File: src/rtl/note_judge_ctrl.sv
// rtl/note_judge_ctrl.sv - beat judgement controller driving a shared 1-bit equality comparator
// Optional streak tracking: define NOTE_JUDGE_STREAK_EN.
module note_judge_ctrl #(
  parameter int LANES = 4,
  parameter int CNT_W = 8
) (
  input  logic             clk,
  input  logic             rst,
  input  logic             beat,
  input  logic [LANES-1:0] expected,
  input  logic [LANES-1:0] keys,
  input  logic             clear,
  output logic             cmp_a,
  output logic             cmp_b,
  input  logic             cmp_eq,
  output logic             busy,
  output logic             done,
  output logic             hit,
  output logic [CNT_W-1:0] hit_count,
  output logic [CNT_W-1:0] miss_count,
  output logic [CNT_W-1:0] streak
);

  localparam int IDX_W = (LANES > 1) ? $clog2(LANES) : 1;
  localparam logic [IDX_W-1:0] LAST_IDX = IDX_W'(LANES - 1);
  localparam logic [CNT_W-1:0] CNT_MAX  = '1;

  typedef enum logic [1:0] {IDLE, SCAN, JUDGE} state_t;

  state_t           state, state_nx;
  logic [LANES-1:0] exp_sr, key_sr;
  logic [IDX_W-1:0] idx;
  logic             match;

  always_ff @(posedge clk or posedge rst) begin
    if (rst) state <= IDLE;
    else     state <= state_nx;
  end

  always_comb begin
    state_nx = state;
    case (state)
      IDLE:    if (beat) state_nx = SCAN;
      SCAN:    if (idx == LAST_IDX) state_nx = JUDGE;
      JUDGE:   state_nx = IDLE;
      default: state_nx = IDLE;
    endcase
  end

  always_comb begin
    busy  = 1'b0;
    done  = 1'b0;
    cmp_a = 1'b0;
    cmp_b = 1'b0;
    case (state)
      SCAN: begin
        busy  = 1'b1;
        cmp_a = exp_sr[0];
        cmp_b = key_sr[0];
      end
      JUDGE: begin
        busy = 1'b1;
        done = 1'b1;
      end
      default: ;
    endcase
  end

  // Patterns are snapshotted at beat so later input changes cannot disturb the scan.
  // hit is registered on the last scan edge so it is already valid while done is high.
  always_ff @(posedge clk or posedge rst) begin
    if (rst) begin
      exp_sr <= '0;
      key_sr <= '0;
      idx    <= '0;
      match  <= 1'b0;
      hit    <= 1'b0;
    end else begin
      case (state)
        IDLE: if (beat) begin
          exp_sr <= expected;
          key_sr <= keys;
          idx    <= '0;
          match  <= 1'b1;
        end
        SCAN: begin
          exp_sr <= exp_sr >> 1;
          key_sr <= key_sr >> 1;
          idx    <= idx + IDX_W'(1);
          match  <= match & cmp_eq;
          if (idx == LAST_IDX) hit <= match & cmp_eq;
        end
        default: ;
      endcase
    end
  end

  always_ff @(posedge clk or posedge rst) begin
    if (rst) begin
      hit_count  <= '0;
      miss_count <= '0;
    end else if (clear) begin
      hit_count  <= '0;
      miss_count <= '0;
    end else if (state == JUDGE) begin
      if (hit) begin
        if (hit_count != CNT_MAX) hit_count <= hit_count + CNT_W'(1);
      end else begin
        if (miss_count != CNT_MAX) miss_count <= miss_count + CNT_W'(1);
      end
    end
  end

`ifdef NOTE_JUDGE_STREAK_EN
  logic [CNT_W-1:0] streak_q;

  always_ff @(posedge clk or posedge rst) begin
    if (rst)                 streak_q <= '0;
    else if (clear)          streak_q <= '0;
    else if (state == JUDGE) begin
      if (!hit)                       streak_q <= '0;
      else if (streak_q != CNT_MAX)   streak_q <= streak_q + CNT_W'(1);
    end
  end

  assign streak = streak_q;
`else
  assign streak = '0;
`endif

endmodule

File: config.mk
export PLATFORM = sky130hd
export DESIGN_NAME = note_judge_ctrl
export DESIGN_NICKNAME = d
export VERILOG_FILES = /design/src/rtl/note_judge_ctrl.sv
export SDC_FILE = /design/constraint.sdc
export NUM_CORES = 1
export LEC_CHECK = 0
export BUFFER_PORTS_ARGS = -buffer_cell sky130_fd_sc_hd__buf_4
export CAP_MARGIN = 20
export CELL_PAD_IN_SITES_DETAIL_PLACEMENT = 0
export CELL_PAD_IN_SITES_GLOBAL_PLACEMENT = 1
export CORE_ASPECT_RATIO = 0.8
export CORE_MARGIN = 4
export CORE_UTILIZATION = 31
export CTS_CLUSTER_DIAMETER = 200
export DETAILED_ROUTE_END_ITERATION = 10
export GPL_TIMING_DRIVEN = 0
export PLACE_DENSITY_LB_ADDON = 0.1
export SYNTH_ARGS = -nofsm -noshare
export SYNTH_HDL_FRONTEND = slang
export SYNTH_SLANG_ARGS = --single-unit
File: constraint.sdc
create_clock -name clk -period 2.82 [get_ports clk]
set_clock_uncertainty 0.05 [all_clocks]
set_input_delay 0.141 -clock clk [delete_from_list [all_inputs] [get_ports clk]]
set_output_delay 0.141 -clock clk [all_outputs]
set_load 0.005 [all_outputs]
=== Word-level counts from Yosys, hierarchy flattened ===
Cells that the tools add are included.

* Flip-flop bits (word level): 30
* Input port bits: 13
* Output and inout bits: 29
* Logic and storage cells: 55

* Add/subtract/negate cells: 3
* Eq/ne operators: 8
* Multiplexer cells: 23
* Bitwise operators: 1
* Reduce and logical (&&, ||, !) cells: 12

{| class="wikitable"
|+ Operators with widths
! operator !! number
|-
| $mux 8 || 8
|-
| $add 8x1->8 const B || 2
|-
| $ne 8x8->1 const B || 2
|-
| $pmux 4 s2 || 2
|-
| $reduce_bool 2->1 || 5
|-
| $mux 4 || 2
|-
| $pmux 2 s2 || 2
|-
| $mux 2 || 3
|-
| $ne 2x2->1 const B || 3
|-
| $reduce_and 2->1 || 3
|-
| $reduce_and 3->1 || 2
|-
| $mux 1 || 5
|-
| $eq 2x2->1 const B || 2
|-
| $add 2x1->2 const B || 1
|-
| $eq 2x1->1 const B || 1
|-
| $logic_not 2->1 || 1
|-
| $pmux 1 s2 || 1
|-
| $reduce_or 2->1 || 1
|-
| $and 1x1->1 || 1
|}

=== Logic depth before layout (Yosys ltp) ===
Gate-level depths: netlist of run 1.

* Depth in word-level cells: 5
* Mapped depth: 8
* Depth with buffers taken out: 6

=== Least setup slack after synthesis of run 1 ===
No wires, ideal clock.

* Path kind: register to register
* From: register state[0]
* To: register hit_count[3]
* Setup time: 77 ps
* Arrival time: 1517 ps
* Data required time: 2693 ps
* Path slack: 1176 ps
* Cell stages (with the launch flop): 8
* Buffers on the path: 1
* Period minus slack after synthesis: 1644 ps
* Cells stage by stage: dfrtp_1 inv_1 ha_1 nand2_1 a41o_1 buf_6 or3_1 a21oi_1

* Cells in the longest elaborated chain, start to end: 3

{| class="wikitable"
|+ Ends and longest elaborated chain
! element !! RTL line !! RTL
|-
| start: declaration || 30 || <nowiki>state_t state, state_nx;</nowiki>
|-
| start signal: assignment || 37 || <nowiki>else state <= state_nx;</nowiki>
|-
| $eq 2x2->1 || 105 || <nowiki>end else if (state == JUDGE) begin</nowiki>
|-
| $reduce_bool 2->1 (no source line) || -- ||
|-
| $reduce_and 3->1 (no source line) || -- ||
|-
| end signal: assignment || 107 || <nowiki>if (hit_count != CNT_MAX) hit_count <= hit_count + CNT_W'(1);</nowiki>
|-
| end: declaration || 19 || <nowiki>output logic [CNT_W-1:0] hit_count,</nowiki>
|}

No other way between the ends.
A chain may end at the register's enable or synchronous reset.

=== Worst setup path after layout of run 1 ===
* From: register state[0]
* To: register key_sr[1]

* Cells in the longest elaborated chain, start to end: 3
* Elaborated cells between the ends (all ways): 6
* Classes of those cells: eq/ne: 2; mux: 1; reduce/logical: 3

{| class="wikitable"
|+ Ends and longest elaborated chain
! element !! RTL line !! RTL
|-
| $eq 2x1->1 or $logic_not 2->1 (tied branches) || 79 || <nowiki>case (state)</nowiki>
|-
| $reduce_bool 2->1 (no source line) or $ne 2x2->1 (tied branches) || -- ||
|-
| $reduce_and 2->1 (no source line) || -- ||
|-
| end signal: assignment || 82 || <nowiki>key_sr <= keys;</nowiki>
|-
| end signal: assignment || 88 || <nowiki>key_sr <= key_sr >> 1;</nowiki>
|-
| end: declaration || 31 || <nowiki>logic [LANES-1:0] exp_sr, key_sr;</nowiki>
|}

Several ways; a longest one is shown, not always the timed one.

==> results of run 1 <==
## critical path, cell delays in order (launching register included)
cell	delay, ps
dfrtp_1	370
inv_1	70
ha_1	180
buf_2	180
nand2b_1	120
clkbuf_1	350
nand2_1	250
o22ai_1	210
a21oi_1	60
## registers in the layout (all words and copies together) (netlist names)
name        count
exp_sr          4
hit             1
hit_count       8
idx             2
key_sr          4
match           1
miss_count      8
state           2
## through the flow
stage,util,setup WS [ps],cell area (sq um),hold slack (ps)
4_1_cts,0.4286,848.9,2029,18.36
3_3_place_gp,0.4014,863.8,1901,308.4
5_1_grt,0.4286,699.3,2029,37.99
6_report,0.4286,855.7,2029,24.95
2_1_floorplan,-,1176,1585,181.8
3_5_place_dp,0.4072,857.4,1928,103.4
## kinds of logic (layout without fill, tap and decap cells)
group,count (synthesis),count (layout),share of synthesized area
AO/OA/AOI/OAI,49,49,0.1870
XOR/XNOR,5,5,0.02809
adder cells (fa/ha/maj),6,6,0.04815
buffers and inverters,20,62,0.07544
flip-flops,30,30,0.4815
multiplexers,3,3,0.01926
other,1,8,0.002405
AND/OR/NAND/NOR,48,48,0.1581
## cell usage after synthesis, drive strengths merged
cell	n
a22o	2
o211ai	3
o21ai	11
a21oi	18
nor2b	1
nand4	3
o31ai	2
clkbuf	4
xor2	5
a41o	1
nor2	9
conb	1
o22ai	10
or4	2
a32oi	1
inv	6
nand3	4
or3	6
and3	3
dfrtp	30
and4	1
a32o	1
and2	2
buf	10
nand2	13
mux2i	3
nand2b	4
ha	6
## layout make-up
cell class	count	area [sq um]
Inverter	6	22.52
Clock buffer	7	86.33
Sequential cell	30	750.7
Fill cell	499	2705
Clock inverter	1	5.005
Timing Repair Buffer	34	277.8
Tap cell	60	75.07
Multi-Input combinational cell	119	716.9
Buffer	14	95.09
## worst min-delay path by stage
stage	start	end	slack (ps)	cells after the start
after floorplan	rst	exp_sr[0]	180	1
after global placement	expected[1]	exp_sr[1]	310	3
after detailed placement	rst	miss_count[3]	100	2
after CTS	expected[1]	exp_sr[1]	20	3
after global routing	keys[3]	key_sr[3]	40	2
final	expected[1]	exp_sr[1]	20	3
## routing by layer
metal  routed length (microns)  vias up
met2                      1612       36
met5                         0        -
met1                      1695      632
met4                        57        0
met3                       230        7
li1                          -      662
## power by group
part           switching [uW]  internal, uW  leakage [uW]
sequential               74.0           534      0.000393
clock                     161           197     0.0000482
combinational             301           241      0.000538
total                     536           971      0.000979
## layout by cell type (no fill, tap or decap), types with 2 or more instances in the layout
cell type	n
and3_1	3
or4_1	2
xor2_1	5
a21oi_1	18
conb_1	8
and2_1	2
o31ai_1	2
ha_1	6
a22o_1	2
nand2_1	13
or3_1	5
nand3_1	4
clkbuf_1	4
dfrtp_1	30
mux2i_1	3
inv_1	6
clkbuf_8	6
o22ai_1	10
o21ai_0	11
nand4_1	3
nand2b_1	4
nor2_1	9
o211ai_1	3
buf_4	40
==> out/summary.txt, run 1 <==
outcome - complete, no violations
H-tree depth - 2
r2r worst-path depth - 8
met1 Usage GRT - 0.1674
GRT Residual Overflow - 0
# rows - 22
Syn. warnings - 0
Yosys cell types - 32
mean post-synth cell area - 9.623 sq um
Final Hold Viols - 0
# hold bufs at CTS - 1
die area - 6235 sq um
setup violators final - 0
GP Congestion - 0.7692
Initial Util - 0.3293
DR DRC count - 0
Port Buffers - 32
synthesis-stage register bit count - 30
Final Max Tran Viols - 0
area grow syn2layout - 30.18%
clock sinks - 30
Die Ht - 71.43 microns
final wirelength - 3595 microns
Max Root-Sink Buffers - 2
per-cell routed wire length - 13.27 microns
Peak supply drop - 0.3561 mV
core region area - 4735 sq um
Critical R2R Launch - state[0]
CTS root buf - clkbuf_8
routed vias/inst - 4.934
Layout Cells excl Fill - 271
P_leak - 0.0009785 uW
nets - 229
via count - 1337
Cells after Synth - 162
clk_lat worst skew - 280 ps
cell taking the most area after synthesis - dfrtp_1
vias in the first global route - 1273
Top Ports - 42
Worst Path Arrival - 2070 ps
layout cell share with drive strength beyond 1 - 0.2464
critical path required time - 2930 ps
end of the critical path - key_sr[1]
fin crit share - 0.6966
unrepaired setup endpoints after global routing - no
post-CTS sizing - 0
Hold WC Path Type - in2reg
placed cells - 262
GRT Overall Usage - 0.1245
first-pass GRT wire length - 6147 microns
Total Power - 1507 uW
Setup Fix Bufs, Post-CTS - 0
First-pass DRT Iterations - 4
CP startpoint - state[0]
PwrDens - 742.8 nW/um^2
Yosys top cell area share - 0.4815
Setup TNS - 0 ps
TritonCTS Buffers - 5
Synth area leaders - dfrtp_1, a21oi_1, ha_1
worst-margin pin slew - 731.9 ps
worst reg-to-reg setup slack - 860 ps
Die Wd - 87.29 microns
drt first-iter violations - 27
global routing's busiest layer - met2
crit-path max FO - 10
Worst Setup End Kind - flop
cell area after synthesis - 1559 sq um
met3 usage - 0.03793
TritonCTS clock tree - yes
Slew headroom - 0.5069
crit start category - flop
DP HPWL - 2691 microns
clk slew on worst S/H paths - 60 ps
Seq/Total Area, Yosys - 0.4815
ant diodes - 0
DRT antenna net count - 0
antenna violations before repair - 0
largest net degree at the start of global routing - 24
CP Class - reg2reg
max-cap check violation count - 0
met2 Resource Use GR - 0.1881
r2r endpoint - key_sr[1]
Achievable Freq - 509.1 MHz
crit path time final - 1964 ps
No activity file was read; power rests on OpenSTA's default activity.
==> inputs of run 2 (changes only) <==
Clock period 2.82 ns to 1.95 ns, I/O delays scaled along.
==> out/summary.txt, run 2 (same netlist as run 1, synthesis figures left out) <==
outcome - complete, no violations
drt first-iter violations - 31 (+15%)
number of fill cells - 498 (-0.20%)
slowest CP cell - dfrtp_1
HP Start - clear
worst-margin pin slew - 716.6 ps (-15.31 ps)
commonest cells after routing, fill and taps aside - buf_4, dfrtp_1, a21oi_1, nand2_1, o21ai_0
core region area - 4735 sq um (unchanged)
Max Root-Sink Buffers - 2 (unchanged)
setup violators final - 0 (unchanged)
Regs by FF count - hit_count x8, miss_count x8
Die Wd - 87.29 microns (unchanged)
CP bufs+invs - 2 (-1)
DR DRC count - 0 (unchanged)
Worst Path Arrival - 1950 ps (-120 ps)
P_leak - 0.0009938 uW (+1.6%)
Hold WC Path Type - in2reg
unrepaired setup endpoints after global routing - no
TritonCTS Buffers - 5 (unchanged)
TritonCTS clock tree - yes
CP peak stage delay - 400 ps (+30 ps)
nets - 232 (+1.3%)
clock sinks - 30 (unchanged)
crit path time final - 1802 ps (-162.5 ps)
routed vias/inst - 4.894 (-0.80%)
placed cells - 262 (unchanged)
ordered list of cells on the worst path - inv_1, ha_1, nand2_1, a41o_1, buf_6, or3_1, a21oi_1
Worst Setup End Kind - flop
Final Max Tran Viols - 0 (unchanged)
Setup TNS - 0 ps (unchanged)
final wirelength - 3597 microns (about the same)
first-pass GRT wire length - 6168 microns (+0.34%)
Layout Cells excl Fill - 274 (+1.1%)
Achievable Freq - 555.0 MHz (+9.0%)
clk_lat worst skew - 280 ps (about the same)
layout cell share with drive strength beyond 1 - 0.2523 (+0.005891)
GRT Residual Overflow - 0 (unchanged)
Peak supply drop - 0.5214 mV (+46%)
CP Class - reg2reg
Switching Fraction - 0.3552 (-0.0004644)
antenna violations before repair - 0 (unchanged)
GP Congestion - 0.7692 (unchanged)
largest delay contributor family on the critical path - simple AND/OR/NAND/NOR gates
Setup Fix Bufs, Post-CTS - 0 (unchanged)
Placed Instance Area - 1928 sq um (unchanged)
vias in the first global route - 1276 (+0.24%)
cell area after layout - 2063 sq um (+1.7%)
via count - 1341 (+0.30%)
area grow syn2layout - 32.34%
die area - 6235 sq um (unchanged)
Final Hold Viols - 0 (unchanged)
CP startpoint - state[0]
Int Pwr - 1412 uW (+45%)
crit start category - flop
critical path required time - 2100 ps (-830 ps)
First-pass DRT Iterations - 4 (unchanged)
crit-path max FO - 10 (unchanged)
clk slew on worst S/H paths - 70 ps (about the same)
PwrDens - 1061 nW/um^2 (+43%)
fin crit share - 0.9240 (+0.2274)
CTS root buf - clkbuf_8
max-cap check violation count - 0 (unchanged)
Clk pwr share - 0.236 (about the same)
sequential share of power - 0.402 (about the same)
Switch Pwr - 777.5 uW (+45%)
final hold slack - 11.11 ps (-13.84 ps)
Initial Util - 0.3293 (unchanged)
most common cell after layout, fill and taps aside - buf_4
DRT antenna net count - 0 (unchanged)
Top Ports - 42 (unchanged)
Slew headroom - 0.5172 (+0.01031)
Die Ht - 71.43 microns (unchanged)
post-layout util - 0.4358 (+0.007135)
Gate power share - 0.361 (+0.002)
# rows - 22 (unchanged)
Port Buffers - 32 (unchanged)
ant diodes - 0 (unchanged)
H-tree depth - 2 (unchanged)
GRT Overall Usage - 0.1249 (+0.0004787)
per-cell routed wire length - 13.13 microns (-1.0%)
Critical R2R Launch - state[0]
largest net degree at the start of global routing - 24 (unchanged)
DP HPWL - 2691 microns (unchanged)
## run 2: final timing paths
kind / endpoint / slack, ps / cells after the start
worst max-delay path: hit_count[4] / 150 / 7
worst min-delay path: miss_count[7] / 10 / 2
worst max register to register: hit_count[4] / 150 / 7
worst min register to register: exp_sr[1] / 450 / 2
max in group asynchronous: hit_count[6] / 1100 / 4
min in group asynchronous: miss_count[3] / 300 / 3
## run 2: timing repair
item                                   CTS  global route
endpoints found under the hold margin   10             0
hold buffers                             4             0
resized for setup                        1             1
setup endpoints to repair                5             2
## run 2: worst reg2reg max path: stages (launching register included)
cell and delay, ps:
dfrtp_1 400, inv_1 90, ha_1 190, nand2_1 100
a41o_1 260, buf_6 150, or3_1 350, a21oi_1 150
## run 2: cell type report
type / count / area [sq um] / area share
inverter: 6 / 22.52 / 0.01092
clock inverter: 1 / 5.005 / 0.002426
tap: 60 / 75.07 / 0.03639
multi-input combinational: 119 / 719.4 / 0.3487
sequential: 30 / 750.7 / 0.3639
timing repair buffer: 37 / 307.8 / 0.1492
clock buffer: 7 / 86.33 / 0.04184
buffer: 14 / 96.34 / 0.04669
## run 2: per-stage QoR
step | setup slack, ps | power [uW]
2_1_floorplan | 305.7 | 1396
3_3_place_gp | -6.174 | 1654
3_5_place_dp | -12.62 | 1685
4_1_cts | 40.11 | 2223
5_1_grt | 20.32 | 2375
6_report | 148.2 | 2189
## run 2: power groups by stage
stage | sequential, uW | clock, uW | combinational (uW)
2_1_floorplan | 863 | 0 | 533
3_5_place_dp | 889 | 0 | 796
3_3_place_gp | 884 | 0 | 770
5_1_grt | 906 | 561 | 909
6_report | 881 | 518 | 791
4_1_cts | 878 | 541 | 804
## run 2: routing by layer
layer	routed length, microns	track usage	vias up	share of wire
met4	57	0.04600	0	0.016
met1	1708	0.1674	631	0.47
met5	0	0	-	0
li1	-	-	669	-
met3	223	0.03793	7	0.062
met2	1608	0.1898	34	0.45
